`src/rtl/disp_scan_if.sv`:
```
// Display scan bus: digit sources, overlay handshake, blink mask and scan outputs.
interface disp_scan_if #(
  parameter int unsigned N_DIGITS = 8
);
  logic [4*N_DIGITS-1:0] main_digits;
  logic [4*N_DIGITS-1:0] info_digits;
  logic                  info_req;
  logic                  info_ack;
  logic [N_DIGITS-1:0]   blink_mask;
  logic [10:0]           num;
  logic [N_DIGITS-1:0]   an;
  logic                  frame_start;

  // Source side: supplies digits and requests, observes the scan outputs.
  modport master (
    output main_digits, info_digits, info_req, blink_mask,
    input  info_ack, num, an, frame_start
  );

  // Controller side.
  modport slave (
    input  main_digits, info_digits, info_req, blink_mask,
    output info_ack, num, an, frame_start
  );
endinterface

```
`src/rtl/disp_scan_ctrl.sv`:
```
// Time-multiplexed seven-segment scan controller with frame-aligned overlay
// arbitration, per-digit blinking and anti-ghost blanking at each slot start.
module disp_scan_ctrl #(
  parameter int unsigned N_DIGITS  = 8,
  parameter int unsigned SCAN_DIV  = 100000,
  parameter int unsigned BLANK_CYC = 200,
  parameter int unsigned BLINK_DIV = 25000000
) (
  input  logic         clk,
  input  logic         rst,
  disp_scan_if.slave   bus
);

  localparam int unsigned CNT_W = (SCAN_DIV  > 1) ? $clog2(SCAN_DIV)  : 1;
  localparam int unsigned IDX_W = (N_DIGITS  > 1) ? $clog2(N_DIGITS)  : 1;
  localparam int unsigned BLK_W = (BLINK_DIV > 1) ? $clog2(BLINK_DIV) : 1;
  localparam int unsigned NUM_W = 11;

  localparam logic [NUM_W-1:0] NUM_DASH  = NUM_W'(11);
  localparam logic [NUM_W-1:0] NUM_BLANK = NUM_W'(15);

  typedef enum logic {ST_MAIN, ST_INFO} state_e;

  logic [CNT_W-1:0]    cnt_q,     cnt_d;
  logic [IDX_W-1:0]    idx_q,     idx_d;
  logic [BLK_W-1:0]    blk_cnt_q, blk_cnt_d;
  logic                hidden_q,  hidden_d;
  state_e              state_q,   state_d;
  logic [N_DIGITS-1:0] an_q,      an_d;
  logic [NUM_W-1:0]    num_q,     num_d;
  logic                ack_q,     ack_d;
  logic                fs_q,      fs_d;

  logic                  slot_end;
  logic                  frame_end;
  logic [4*N_DIGITS-1:0] src;
  logic [3:0]            nib;
  logic                  mask_bit;
  logic [NUM_W-1:0]      dec;

  // Next-state for counters, arbitration and the registered scan outputs.
  always_comb begin
    cnt_d     = cnt_q + CNT_W'(1);
    idx_d     = idx_q;
    blk_cnt_d = blk_cnt_q + BLK_W'(1);
    hidden_d  = hidden_q;
    state_d   = state_q;
    an_d      = '1;
    num_d     = NUM_BLANK;
    nib       = 4'hF;
    mask_bit  = 1'b0;
    dec       = NUM_BLANK;

    slot_end  = (cnt_q == CNT_W'(SCAN_DIV - 1));
    frame_end = slot_end && (idx_q == IDX_W'(N_DIGITS - 1));

    if (slot_end) begin
      cnt_d = '0;
      idx_d = frame_end ? '0 : idx_q + IDX_W'(1);
    end

    if (blk_cnt_q == BLK_W'(BLINK_DIV - 1)) begin
      blk_cnt_d = '0;
      hidden_d  = ~hidden_q;
    end

    // Source switches only on a frame boundary so a frame is never mixed.
    if (frame_end) begin
      state_d = bus.info_req ? ST_INFO : ST_MAIN;
    end

    src = (state_d == ST_INFO) ? bus.info_digits : bus.main_digits;

    for (int unsigned i = 0; i < N_DIGITS; i++) begin
      if (idx_d == IDX_W'(i)) begin
        nib      = src[4*i +: 4];
        mask_bit = bus.blink_mask[i];
      end
    end

    if (nib <= 4'd9) begin
      dec = NUM_W'(nib);
    end else if (nib == 4'hA) begin
      dec = NUM_DASH;
    end else begin
      dec = NUM_BLANK;
    end

    // Outside the blanking window exactly one anode is driven low.
    if (cnt_d >= CNT_W'(BLANK_CYC)) begin
      for (int unsigned i = 0; i < N_DIGITS; i++) begin
        if (idx_d == IDX_W'(i)) begin
          an_d[i] = 1'b0;
        end
      end
      num_d = (hidden_d && mask_bit) ? NUM_BLANK : dec;
    end

    ack_d = (state_d == ST_INFO);
    fs_d  = frame_end;
  end

  // State and output registers, async reset to idle/blank display.
  always_ff @(posedge clk or posedge rst) begin
    if (rst) begin
      cnt_q     <= '0;
      idx_q     <= '0;
      blk_cnt_q <= '0;
      hidden_q  <= 1'b0;
      state_q   <= ST_MAIN;
      an_q      <= '1;
      num_q     <= NUM_BLANK;
      ack_q     <= 1'b0;
      fs_q      <= 1'b0;
    end else begin
      cnt_q     <= cnt_d;
      idx_q     <= idx_d;
      blk_cnt_q <= blk_cnt_d;
      hidden_q  <= hidden_d;
      state_q   <= state_d;
      an_q      <= an_d;
      num_q     <= num_d;
      ack_q     <= ack_d;
      fs_q      <= fs_d;
    end
  end

  assign bus.an          = an_q;
  assign bus.num         = num_q;
  assign bus.info_ack    = ack_q;
  assign bus.frame_start = fs_q;

endmodule

```
`src/flat_wrapper.sv`:
```
// flat-port wrapper written by rule: the top's interface ports become plain ports
module disp_scan_ctrl_flat 
#(
  parameter int unsigned N_DIGITS  = 8,
  parameter int unsigned SCAN_DIV  = 100000,
  parameter int unsigned BLANK_CYC = 200,
  parameter int unsigned BLINK_DIV = 25000000
)
  (clk, rst, bus_main_digits, bus_info_digits, bus_info_req, bus_blink_mask, bus_info_ack, bus_num, bus_an, bus_frame_start);
  disp_scan_if #(.N_DIGITS(N_DIGITS)) bus_i ();
  input  logic clk;
  input  logic rst;
  input wire logic [$bits(bus_i.main_digits)-1:0] bus_main_digits;
  input wire logic [$bits(bus_i.info_digits)-1:0] bus_info_digits;
  input wire logic [$bits(bus_i.info_req)-1:0] bus_info_req;
  input wire logic [$bits(bus_i.blink_mask)-1:0] bus_blink_mask;
  output wire logic [$bits(bus_i.info_ack)-1:0] bus_info_ack;
  output wire logic [$bits(bus_i.num)-1:0] bus_num;
  output wire logic [$bits(bus_i.an)-1:0] bus_an;
  output wire logic [$bits(bus_i.frame_start)-1:0] bus_frame_start;
  assign bus_i.main_digits = bus_main_digits;
  assign bus_i.info_digits = bus_info_digits;
  assign bus_i.info_req = bus_info_req;
  assign bus_i.blink_mask = bus_blink_mask;
  assign bus_info_ack = bus_i.info_ack;
  assign bus_num = bus_i.num;
  assign bus_an = bus_i.an;
  assign bus_frame_start = bus_i.frame_start;
  disp_scan_ctrl #(.N_DIGITS(N_DIGITS), .SCAN_DIV(SCAN_DIV), .BLANK_CYC(BLANK_CYC), .BLINK_DIV(BLINK_DIV)) u_core (.clk(clk), .rst(rst), .bus(bus_i));
endmodule
```
`config.mk`:
```
export PLATFORM = sky130hd
export DESIGN_NAME = disp_scan_ctrl_flat
export DESIGN_NICKNAME = d
export VERILOG_FILES = /design/src/rtl/disp_scan_if.sv /design/src/rtl/disp_scan_ctrl.sv /design/src/flat_wrapper.sv
export SDC_FILE = /design/constraint.sdc
export NUM_CORES = 1
export LEC_CHECK = 0
export BUFFER_PORTS_ARGS = -buffer_cell sky130_fd_sc_hd__buf_4
export CAP_MARGIN = 20
export CORE_MARGIN = 2
export CORE_UTILIZATION = 50
export DETAILED_ROUTE_END_ITERATION = 7
export PLACE_DENSITY = 0.88
export SLEW_MARGIN = 20
export SYNTH_ARGS = -nofsm -noshare
export SYNTH_HDL_FRONTEND = slang
export SYNTH_SLANG_ARGS = --single-unit
```
`constraint.sdc`:
```
create_clock -name clk -period 2.8 [get_ports clk]
set_clock_uncertainty 0.05 [all_clocks]
set_input_delay 0.42 -clock clk [delete_from_list [all_inputs] [get_ports clk]]
set_output_delay 0.42 -clock clk [all_outputs]
set_load 0.005 [all_outputs]
```
Word level (Yosys, flattened, before mapping)
Index checks and enable logic that the tools add are counted.
- add/subtract/negate cells: 3
- magnitude comparators: 2
- equality and inequality tests: 11
- muxes and demuxes: 37
- bitwise operators: 1
- reductions and logical operators: 3
- operators with widths (kind ; number):
    $mux 11 ; 3
    $mux 32 ; 1
    $mux 4 ; 8
    $add 25x1->25 const B ; 1
    $eq 25x25->1 const B ; 1
    $mux 25 ; 1
    $mux 1 ; 19
    $add 17x1->17 const B ; 1
    $eq 17x17->1 const B ; 1
    $ge 17x8->1 const B ; 1
    $mux 17 ; 1
    $eq 3x3->1 const B ; 5
    $mux 3 ; 3
    $mux 8 ; 1
    $eq 3x2->1 const B ; 2
    $eq 4x4->1 const B ; 1
    $le 4x4->1 const B ; 1
    $add 3x1->3 const B ; 1
    $eq 3x1->1 const B ; 1
    $logic_not 3->1 ; 1
    $logic_and 1x1->1 ; 2
    $not 1->1 ; 1
- register bits after elaboration: 67
- output and inout port bits: 21
- word-level logic and storage cells: 65

Longest topological paths before layout
- depth in word-level cells: 18
- depth in mapped cells: 13
- depth with buffers taken out: 10

Worst setup path before layout
Ideal clock, no wire load.
- path type: reg2reg
- from: register u_core.cnt_q[0]
- to: register u_core.num_q[0] (netlist: u_core.bus.num[0])
- arrival: 2.570 ns
- required time: 2.682 ns
- setup slack: 0.112 ns
- stages on the path, launching flop included: 12
- path through: dfrtp_1 > ha_1 > and4_1 > buf_4 > and4_4 > buf_8 > and3_4 > o22a_1 > a32o_1 > or4_4 > and4_4 > a2bb2oi_2
- longest elaborated chain between the ends: 17
- RTL lines (item ; RTL line ; RTL):
    start, declared ; disp_scan_ctrl.sv:24 ; logic [CNT_W-1:0] cnt_q, cnt_d;
    start signal, assigned ; disp_scan_ctrl.sv:116 ; cnt_q <= cnt_d;
    $eq 17x17->1 ; disp_scan_ctrl.sv:54 ; slot_end = (cnt_q == CNT_W'(SCAN_DIV - 1));
    $logic_and 1x1->1 ; disp_scan_ctrl.sv:55 ; frame_end = slot_end && (idx_q == IDX_W'(N_DIGITS - 1));
    $mux 3 ; disp_scan_ctrl.sv:59 ; idx_d = frame_end ? '0 : idx_q + IDX_W'(1);
    $mux 3 ; disp_scan_ctrl.sv:57 ; if (slot_end) begin
    $logic_not 3->1 ; disp_scan_ctrl.sv:75 ; if (idx_d == IDX_W'(i)) begin
    $mux 4 (8 in series) ; disp_scan_ctrl.sv:75 ;
    $le 4x4->1 ; disp_scan_ctrl.sv:81 ; if (nib <= 4'd9) begin
    $mux 11 ; disp_scan_ctrl.sv:81 ;
    $mux 11 ; disp_scan_ctrl.sv:96 ; num_d = (hidden_d && mask_bit) ? NUM_BLANK : dec;
    $mux 11 (*) ; disp_scan_ctrl.sv:90 ; if (cnt_d >= CNT_W'(BLANK_CYC)) begin
    via u_core.num_d[0] ; disp_scan_ctrl.sv:30 ; logic [NUM_W-1:0] num_q, num_d;
    end signal, assigned ; disp_scan_ctrl.sv:122 ; num_q <= num_d;
    end, declared ; disp_scan_ctrl.sv:30 ;
Mark *: on every way through the listed nets, which the timed path passes. The rest lies on a longest branch.

Worst setup path in the final report
- from: register u_core.cnt_q[5]
- to: register u_core.num_q[0] (netlist: u_core.bus.num[0])
The elaborated chain is that of the path after synthesis.

==> impl_metrics.py <==
metrics = {
    "critical_path": {
        "r2r_end": "u_core.bus.num[0]",
        "setup.worst_path.start": "u_core.cnt_q[5]",
        "crit_required_ns": 3.01,
        "cp.arrival_ns": 3.01,
        "reg2regPathDepth": 10,
        "cp_slowest_cell": "or4_4",
        "worstSetupPathType": "register to register",
        "path_common_cell": "buf_4",
        "crit_end": "u_core.bus.num[0]",
        "timing.rr.start": "u_core.cnt_q[5]",
        "reg2reg_slack_ns": 0.002,
        "cp_max_fo": 8,
        "endpoint_kind": "register",
        "start_kind": "register",
        "path_cells": "and4bb_1 -> nand4_1 -> buf_4 -> buf_4 -> nand3_1 -> nand2_1 -> and3_1 -> or4_4 -> and4_4 -> a2bb2oi_2",
        "max_stage_delay_ns": 0.49,
    },
    "final_layout": {
        "n_antenna_cell": 0,
        "fin_area_sq_mm": 0.00561,
        "synthToLayoutAreaGrowth_pct": 29.0,
        "drive_gt1_share_pct": 31.1,
        "n_fill_cell": 706,
        "nets": 704,
    },
    "route": {
        "drtIter0Drc": 453,
        "routedWlPerCell_um": 18.1,
        "ant_nets": 0,
        "drtPass1Iterations": 6,
        "drt-total-wl_um": 13300,
        "drcViolationCount": 0,
        "viasPerCell": 6.14,
        "vias": 4533,
    },
    "floorplan": {
        "die_area_sq_mm": 0.00947,
        "dieHeight_um": 97.3,
        "initial_core_util_pct": 50.6,
        "pin_count": 96,
        "row_count": 34,
        "die_w_um": 97.3,
        "core_area_sq_mm": 0.00859,
    },
    "timing": {
        "timing.hold.ws_ns": 0.0405,
        "fmax_mhz": 357,
        "timing.final.crit_share_pct": 99.9,
        "final_max_slew_viol_count": 0,
        "fin_ws_ns": 0.00217,
        "hold_viol_final": 0,
        "setup_viol": 0,
        "setup_tns_ns": 0,
        "worst_pin_slew_ns": 0.578,
        "slew_headroom_pct": 60.4,
        "fin_crit_ns": 2.80,
    },
    "yosys": {
        "netlist_top_cells_area": "dfrtp_1, dfstp_2, nand2_1",
        "yosysWarningCount": 0,
        "synth_top_area_share_pct": 27.6,
        "synth.distinct_cells": 69,
        "seq_area_frac_synth_pct": 34.8,
        "synth_edf_count": 0,
        "async_flop_share_pct": 100,
        "syn_area_sq_mm": 0.00435,
        "ys.flop_type": "dfrtp_1",
        "synth_cells": 510,
        "avgSynthCellArea_sq_um": 8.53,
        "synth_area_leader_cell": "dfrtp_1",
        "synth-seq-cells": 60,
    },
    "global_route": {
        "busiest_layer": "met2",
        "grt_usage_pct": 26.9,
        "antenna_found_initial": 0,
        "grt_pass1_vias": 4335,
        "grt_util_met1_pct": 33.7,
        "globalRouteMet3Util_pct": 4.96,
        "grt_pass1_wl_um": 20900,
        "grt_max_degree": 42,
        "grt_use_met2_pct": 45.6,
        "grt_remaining_overflow": 0,
    },
    "power_and_ir_drop": {
        "ir_drop_v": 0.000240,
        "leakagePower_nw": 2.51,
        "power_density_mw_per_mm2": 335,
    },
    "status": {
        "status": "finished, final reports clean",
    },
    "place": {
        "dp_hpwl_um": 9610,
        "pre_cts_ws_ns": -0.0399,
        "place_area_sq_mm": 0.00526,
        "io_buffer_count": 88,
        "gp_congestion": 0.985,
    },
    "clock_network": {
        "htree_levels": 3,
        "clock_latency_ns": 0.33,
        "clkSlewWorstSetupHoldPaths_ns": 0.08,
        "cts_root_buf": "clkbuf_8",
        "cts_inserted_buffers": 9,
        "cts_sinks": 60,
        "cts_buffer_depth": 2,
        "holdBufCountCts": 0,
        "tritoncts": "yes",
    },
    "min_path": {
        "hold_path_class": "input pin to asynchronous set/reset pin",
    },
    "job": {
        "maxCapViolCount": 0,
    },
}
worst max-delay path, delay by kind of cell (launching register included):
family | cells | cell delay [ns]
DFF | 1 | 0.42
and+or+nand+nor | 7 | 1.76
buffers and inverters | 2 | 0.36
AOI/OAI and AO/OA | 1 | 0.14
Yosys cell counts (all sizes together) (5+ instances only):
cell    instances
a211oi         15
and4           10
nor2           49
clkbuf         13
nand4          15
xor2           20
and2            6
dfstp          12
dfrtp          48
a21oi           9
and3           16
buf            26
nand2b         24
xnor2          21
inv             6
or3             5
nand3          36
nor2b           6
mux2i           6
nand2          51
nor3           13
o21ai          31
a32oi           7
a22oi          11
worst min path at each step:
stage	endpoint	slack [ns]	depth (start not counted)
2_1_floorplan	u_core.hidden_q	0.40	1
3_3_place_gp	u_core.blk_cnt_q[12]	0.38	2
3_5_place_dp	u_core.blk_cnt_q[12]	0.40	2
4_1_cts	u_core.blk_cnt_q[17]	0.04	2
5_1_grt	u_core.blk_cnt_q[17]	0.06	2
6_report	u_core.blk_cnt_q[17]	0.04	2
power by group:
| part | total (W) | internal [W] | switching [W] |
|---|---|---|---|
| logic | 0.000164 | 0.0000898 | 0.0000740 |
| clock network | 0.000849 | 0.000521 | 0.000327 |
| registers | 0.000868 | 0.000868 | 0 |
registers in the layout (all words and copies together) (netlist names):
register,count
u_core.blk_cnt_q,25
u_core.bus.an,8
u_core.bus.frame_start,1
u_core.bus.num,4
u_core.cnt_q,17
u_core.hidden_q,1
u_core.idx_q,3
u_core.state_q,1
placed cells by master (no fill, tap or decap), types with 3 or more instances in the layout:
cell        n
a211oi_1   14
a21oi_1     9
a22oi_1    11
a31oi_1     4
a32oi_1     7
and2_1      6
and3_1     14
and4_1      6
and4_2      4
buf_4     131
buf_6       3
clkbuf_8   10
clkinv_2    3
conb_1      7
dfrtp_1    48
dfstp_2    12
ha_1        4
inv_1       5
mux2_2      3
mux2i_1     5
nand2_1    51
nand2b_1   24
nand3_1    35
nand4_1    14
nor2_1     47
nor2b_1     6
nor3_1     12
nor4_1      3
o21ai_0    26
o21ai_1     4
o22ai_1     3
or3_1       5
xnor2_1    21
xor2_1     20
cell type report:
type                    instances  area (sq um)  area share (%)
repair buffers                135          1040            18.5
inverters                       6          22.5           0.401
multi-input cells             413          2690            47.8
flip-flops and latches         60          1520            27.0
clock buffers                  11           141            2.52
well taps                     108           135            2.41
clock inverters                 5          75.1            1.34
repair_timing:
item	4_1_cts	5_1_grt
cloned	0	2
pin swaps	0	5
setup endpoints to repair	3	3
gates resized for setup	3	15
setup buffers	0	6
cells by family after synthesis:
family,synth area share (%)
simple gates,30.6
compound gates,17.1
flops,34.8
buf+inv,5.84
xor+xnor,8.25
mux,2.16
fa+ha+maj,1.15
other cells,0.0862
through the flow:
step,util (%),total power [W],instances
after floorplan,-,0.000946,516
after global placement,61.2,0.00104,714
after detailed placement,61.2,0.00104,714
after CTS,63.8,0.00189,730
after global routing,65.3,0.00195,738
final,65.3,0.00188,738
per-layer routing:
metal  vias to the layer above  share of wire, %
li1                       2075                 -
met1                      2122                38
met2                       263                48
met3                        73               9.0
met4                         0               5.3
met5                         -                 0
Note: power is estimated with default switching activity, not from simulation.
